### config.mk
export PLATFORM = sky130hd
export DESIGN_NAME = tt_spi_regfile
export DESIGN_NICKNAME = d
export VERILOG_FILES = /design/src/rtl/tt_spi_regfile.sv
export SDC_FILE = /design/constraint.sdc
export NUM_CORES = 1
export LEC_CHECK = 0
export CORE_MARGIN = 8
export CORE_UTILIZATION = 53
export DETAILED_ROUTE_END_ITERATION = 12
export PLACE_DENSITY = 0.76
export SKIP_CTS_REPAIR_TIMING = 1
export SYNTH_ARGS = -nofsm -noshare
export SYNTH_HDL_FRONTEND = slang
export SYNTH_SLANG_ARGS = --single-unit
### constraint.sdc
create_clock -name clk -period 2.3 [get_ports clk]
set_input_delay 0.345 -clock clk [delete_from_list [all_inputs] [get_ports clk]]
set_output_delay 0.345 -clock clk [all_outputs]
set_load 0.05 [all_outputs]
### src/rtl/tt_spi_regfile.sv
`timescale 1ns/1ps
// SPI mode-0 slave (16-bit command+data frames) in front of eight 8-bit registers with a registered view port.
// Build option SPI_FRAME_COUNTER_EN turns reg[7] into a read-only counter of completed write frames.
module tt_spi_regfile (
    input  logic       clk,
    input  logic       rst_n,
    input  logic       ena,
    input  logic [7:0] ui_in,
    output logic [7:0] uo_out,
    input  logic [7:0] uio_in,
    output logic [7:0] uio_out,
    output logic [7:0] uio_oe
);

    typedef enum logic [1:0] {
        ST_IDLE = 2'd0,
        ST_CMD  = 2'd1,
        ST_DATA = 2'd2,
        ST_DONE = 2'd3
    } state_t;

    logic       sclk_raw;
    logic       mosi_raw;
    logic       csn_raw;
    logic       sclk_meta_q;
    logic       sclk_sync_q;
    logic       sclk_prev_q;
    logic       mosi_meta_q;
    logic       mosi_sync_q;
    logic       csn_meta_q;
    logic       csn_sync_q;
    logic       csn_prev_q;
    logic       sclk_rise;
    logic       sclk_fall;
    logic       csn_fall;

    state_t     state_q;
    state_t     state_d;
    logic [3:0] bit_cnt_q;
    logic [3:0] bit_cnt_d;
    logic [6:0] rx_shift_q;
    logic [6:0] rx_shift_d;
    logic [7:0] tx_shift_q;
    logic [7:0] tx_shift_d;
    logic       cmd_wr_q;
    logic       cmd_wr_d;
    logic [2:0] cmd_addr_q;
    logic [2:0] cmd_addr_d;
    logic       miso_q;
    logic       miso_d;
    logic [7:0] uo_out_q;
    logic [7:0] uo_out_d;

    logic [7:0] rx_next;
    logic       wr_en;
    logic [2:0] wr_addr;
    logic [7:0] wr_data;
    logic [7:0] reg_rd [8];
    logic       unused_inputs;

    // Deselecting the design looks like an idle bus: CS_N high, SCLK and MOSI low.
    assign sclk_raw      = ena & ui_in[0];
    assign mosi_raw      = ena & ui_in[1];
    assign csn_raw       = ~ena | ui_in[2];
    assign unused_inputs = ^{uio_in, ui_in[7:6]};

    // Synchronizers reset low so a CS_N held low across reset release never reads as a fresh fall.
    always_ff @(posedge clk or negedge rst_n) begin
        if (!rst_n) begin
            sclk_meta_q <= 1'b0;
            sclk_sync_q <= 1'b0;
            sclk_prev_q <= 1'b0;
            mosi_meta_q <= 1'b0;
            mosi_sync_q <= 1'b0;
            csn_meta_q  <= 1'b0;
            csn_sync_q  <= 1'b0;
            csn_prev_q  <= 1'b0;
        end else begin
            sclk_meta_q <= sclk_raw;
            sclk_sync_q <= sclk_meta_q;
            sclk_prev_q <= sclk_sync_q;
            mosi_meta_q <= mosi_raw;
            mosi_sync_q <= mosi_meta_q;
            csn_meta_q  <= csn_raw;
            csn_sync_q  <= csn_meta_q;
            csn_prev_q  <= csn_sync_q;
        end
    end

    assign sclk_rise = sclk_sync_q & ~sclk_prev_q;
    assign sclk_fall = ~sclk_sync_q & sclk_prev_q;
    assign csn_fall  = ~csn_sync_q & csn_prev_q;
    assign rx_next   = {rx_shift_q, mosi_sync_q};
    assign wr_addr   = cmd_addr_q;
    assign wr_data   = rx_next;

    always_ff @(posedge clk or negedge rst_n) begin
        if (!rst_n) begin
            state_q    <= ST_IDLE;
            bit_cnt_q  <= 4'd0;
            rx_shift_q <= 7'd0;
            tx_shift_q <= 8'd0;
            cmd_wr_q   <= 1'b0;
            cmd_addr_q <= 3'd0;
            miso_q     <= 1'b0;
            uo_out_q   <= 8'h00;
        end else begin
            state_q    <= state_d;
            bit_cnt_q  <= bit_cnt_d;
            rx_shift_q <= rx_shift_d;
            tx_shift_q <= tx_shift_d;
            cmd_wr_q   <= cmd_wr_d;
            cmd_addr_q <= cmd_addr_d;
            miso_q     <= miso_d;
            uo_out_q   <= uo_out_d;
        end
    end

    // A synchronized CS_N high is checked before any SCLK edge so a deselect always wins.
    always_comb begin
        state_d    = state_q;
        bit_cnt_d  = bit_cnt_q;
        rx_shift_d = rx_shift_q;
        tx_shift_d = tx_shift_q;
        cmd_wr_d   = cmd_wr_q;
        cmd_addr_d = cmd_addr_q;
        miso_d     = 1'b0;
        wr_en      = 1'b0;
        case (state_q)
            ST_IDLE: begin
                if (csn_fall) begin
                    state_d    = ST_CMD;
                    bit_cnt_d  = 4'd0;
                    rx_shift_d = 7'd0;
                    tx_shift_d = 8'd0;
                end
            end
            ST_CMD: begin
                if (csn_sync_q) begin
                    state_d   = ST_IDLE;
                    bit_cnt_d = 4'd0;
                end else if (sclk_rise) begin
                    rx_shift_d = rx_next[6:0];
                    bit_cnt_d  = bit_cnt_q + 4'd1;
                    if (bit_cnt_q == 4'd7) begin
                        state_d    = ST_DATA;
                        cmd_wr_d   = rx_next[7];
                        cmd_addr_d = rx_next[2:0];
                        if (!rx_next[7]) begin
                            tx_shift_d = reg_rd[rx_next[2:0]];
                        end
                    end
                end
            end
            ST_DATA: begin
                miso_d = miso_q;
                if (csn_sync_q) begin
                    state_d   = ST_IDLE;
                    bit_cnt_d = 4'd0;
                    miso_d    = 1'b0;
                end else if (sclk_rise) begin
                    rx_shift_d = rx_next[6:0];
                    bit_cnt_d  = bit_cnt_q + 4'd1;
                    if (bit_cnt_q == 4'd15) begin
                        state_d = ST_DONE;
                        wr_en   = cmd_wr_q;
                        miso_d  = 1'b0;
                    end
                end else if (sclk_fall && !cmd_wr_q) begin
                    miso_d     = tx_shift_q[7];
                    tx_shift_d = {tx_shift_q[6:0], 1'b0};
                end
            end
            ST_DONE: begin
                if (csn_sync_q) begin
                    state_d   = ST_IDLE;
                    bit_cnt_d = 4'd0;
                end
            end
            default: begin
                state_d = ST_IDLE;
            end
        endcase
    end

    genvar gi;
    generate
        for (gi = 0; gi < 8; gi++) begin : g_reg
`ifdef SPI_FRAME_COUNTER_EN
            localparam bit IS_CNT = (gi == 7);
`else
            localparam bit IS_CNT = 1'b0;
`endif
            logic [7:0] val_q;
            logic [7:0] val_d;

            // The counter slot advances on every completed write frame and never takes write data.
            always_comb begin
                val_d = val_q;
                if (IS_CNT) begin
                    if (wr_en) begin
                        val_d = val_q + 8'd1;
                    end
                end else if (wr_en && (wr_addr == 3'(gi))) begin
                    val_d = wr_data;
                end
            end

            always_ff @(posedge clk or negedge rst_n) begin
                if (!rst_n) begin
                    val_q <= 8'h00;
                end else begin
                    val_q <= val_d;
                end
            end

            assign reg_rd[gi] = val_q;
        end
    endgenerate

    always_comb begin
        uo_out_d = reg_rd[ui_in[5:3]];
    end

    assign uo_out  = uo_out_q;
    assign uio_out = {7'b0000000, miso_q};
    assign uio_oe  = 8'h01;

endmodule

==> results by group <==
Outcome
  • Outcome: finished, violations left
  • Failing checks: negative hold slack

Power and ir drop
  • Peak VDD IR: between 300 and 400 uV
  • Tot Pwr: 4.06 mW
  • P_leak: 2.79 nW
  • PD cells: 671 nW/um^2

Yosys
  • Asr flop ratio synth: 100%
  • Synth top area share: roughly half
  • Main synth FF type: dfrtp_1
  • Warning count from the yosys run: 0
  • Synth cell count leaders: dfrtp_1, mux2_2, mux4_2
  • Sequential fraction of the synthesis area: roughly half
  • Post-synth EDFFs: 0
  • Flops & latches, synth: approximately 110
  • Biggest area consumer among synthesized cells: dfrtp_1
  • Mapped Cells: 392
  • Dominant cell by count in the synthesized netlist: dfrtp_1
  • Post-Syn Area: approximately 5400 sq um
  • Synthesized area per cell: approximately 14 sq um
  • Unique masters post-synth: 49
  • Top post-synthesis cells by area: dfrtp_1, mux2_2, mux4_2

Clocking
  • Num CTS Buffers: 9
  • CTS root buffer: clkbuf_8
  • Number of H-tree levels: 3
  • CTS tree: yes
  • CTS clk-pin slew, worst paths: 0.11 ns
  • Clk buf depth: 2
  • Total clock sinks: 106
  • Worst skew pair latency: 0.37 ns

Routing
  • Vias: roughly 3400
  • Residual DRC: 0
  • Final wirelength: 11500 microns
  • Post-route ant nets: 0
  • Initial DRC count: between 150 and 200
  • TritonRoute pass-1 iters: 4
  • Via density: 5.95
  • WL per Instance: 20.2 microns

STA
  • Fin crit period: 2.23 ns
  • Tightest Pin Transition: 0.625 ns
  • # setup viols final: 0
  • F_max: between 0.4 and 0.5 GHz
  • Relative slew slack: 58.3%
  • WHS: -0.0239 ns
  • Fin crit share: 97.1%
  • Slew Viols, Final: 0
  • Hold Fails Final Rpt: 34
  • Setup ws final: 0.0661 ns
  • Worst Skew: 0.0164 ns
  • Setup TNS: 0 ns

Placed design
  • I/O Buffers: 17
  • Final GP Congestion: 0.859
  • Pre-CTS setup slack: -0.0491 ns
  • Post-DP HPWL: 8120 microns
  • Post-Place Cells: 551

Global route
  • Pin count of the biggest net entering global routing: between 40 and 50
  • Initial antenna violation count: 0
  • Tot GR Track Use: 18.5%
  • Total grt overflow: 0
  • Number of global-route vias before repair: 3641
  • First-pass GRT wire length: 19200 microns

Critical path
  • Top Family by Delay on Critical Path: compound AO/OA/AOI/OAI gates
  • Critical path class: reg -> reg
  • Max Fanout on Critical Path: 14
  • Buf+Inv Stages, Crit Path: 1
  • Crit-path max cell delay: 0.43 ns
  • Crit path DAT: 2.49 ns
  • Crit path launch type: register
  • Crit path max-delay cell type: dfrtp_1
  • WP data required: 2.55 ns
  • CP endpoint kind: register
  • CP Cell Sequence: ha_1, buf_4, or2_2, a221oi_1, nand3_1, o41ai_1

Layout
  • Layout area overhead: 12.4%
  • Nets: 455
  • Layout cells sized above 1: 41.9%
  • Fin cells: 570
  • ANT cells: 0

Floorplanning
  • Die area: 13700 sq um
  • Num ports: 43
  • Core ar.: 10100 sq um
  • Die Height: between 100 and 150 microns
  • Row count: 37
  • Die width: 117 microns
  • Initial Util: 53.4%

Flow run
  • Max cap viols: 0

Min path
  • Hold crit path type: in -> async
-- flip-flops by register name, indices dropped and copies added, names as in the netlist --
signal and count:
bit_cnt_q 4, cmd_addr_q 3, cmd_wr_q 1, csn_meta_q 1, csn_prev_q 1, csn_sync_q 1, g.val_q 64, miso_q 1
mosi_meta_q 1, mosi_sync_q 1, rx_shift_q 7, sclk_meta_q 1, sclk_prev_q 1, sclk_sync_q 1, state_q 2, tx_shift_q 8
uo_out 8
-- layout make-up --
class | instances | area [sq um]
multi-input combinational | 241 | 2500
timing repair buffer | 57 | 505
clock buffer | 9 | 124
inverter | 14 | 52.6
sequential | 106 | 2650
tap | 136 | 170
clock inverter | 7 | 53.8
fill | 825 | 4030
-- worst register-to-register path, cell delays in order (launching register included) --
cell and delay [ns]:
dfrtp_1 0.43, ha_1 0.21, buf_4 0.19, or2_2 0.31
a221oi_1 0.42, nand3_1 0.16, o41ai_1 0.41
-- worst paths after layout --
path	from	endpoint	slack [ns]	cells past startpoint
worst max-delay path	state_q[1]	tx_shift_q[0]	0.07	6
worst min-delay path	rst_n	uo_out[1]	-0.02	1
worst max register to register	state_q[1]	tx_shift_q[0]	0.07	6
worst min register to register	sclk_meta_q	sclk_sync_q	0.36	0
max in group asynchronous	rst_n	g_reg[5].val_q[7]	1.55	2
min in group clk	sclk_meta_q	sclk_sync_q	0.36	0
-- through the flow --
stage	instance area (sq um)	util (%)
6_report	6060	60.0
5_1_grt	6060	60.0
4_1_cts	6030	59.7
3_5_place_dp	5850	58.0
3_3_place_gp	5850	58.0
2_1_floorplan	5440	-
-- metal layers --
metal / vias to the layer above / global-route usage, % / wire length (microns)
met5: - / 0 / 0
met4: 0 / 6.83 / 271
met3: 23 / 4.00 / 527
met2: 93 / 30.8 / 5710
met1: 1778 / 23.4 / 5000
li1: 1496 / - / -
-- power breakdown --
part           total [mW]  internal, mW  switching [mW]  leakage (nW)
sequential           2.00          1.91          0.0903          1.46
clock                1.07         0.403           0.666        0.0875
combinational       0.992         0.404           0.589          1.24
-- layout by cell type, fill, tap and decap left out, types with 6 or more instances in the layout --
cell / n
dfrtp_1: 106
nand2b_1: 6
a22oi_1: 7
o21ai_0: 17
conb_1: 15
mux2_2: 82
mux4_2: 30
clkdlybuf4s50_1: 16
nand2_1: 6
clkbuf_8: 9
buf_4: 38
ha_1: 6
o2bb2ai_1: 7
inv_1: 14
-- kinds of logic (layout without fill, tap and decap cells) --
logic type | Yosys count | count (layout) | synth area share, %
compound gates | 50 | 50 | 6.41
fa+ha+maj | 7 | 7 | 1.62
buf+inv | 58 | 87 | 5.45
flops | 106 | 106 | 49.2
mux | 118 | 118 | 30.8
other cells | 2 | 15 | 0.139
simple gates | 51 | 51 | 6.38
Power figures use the tool's default switching activity.
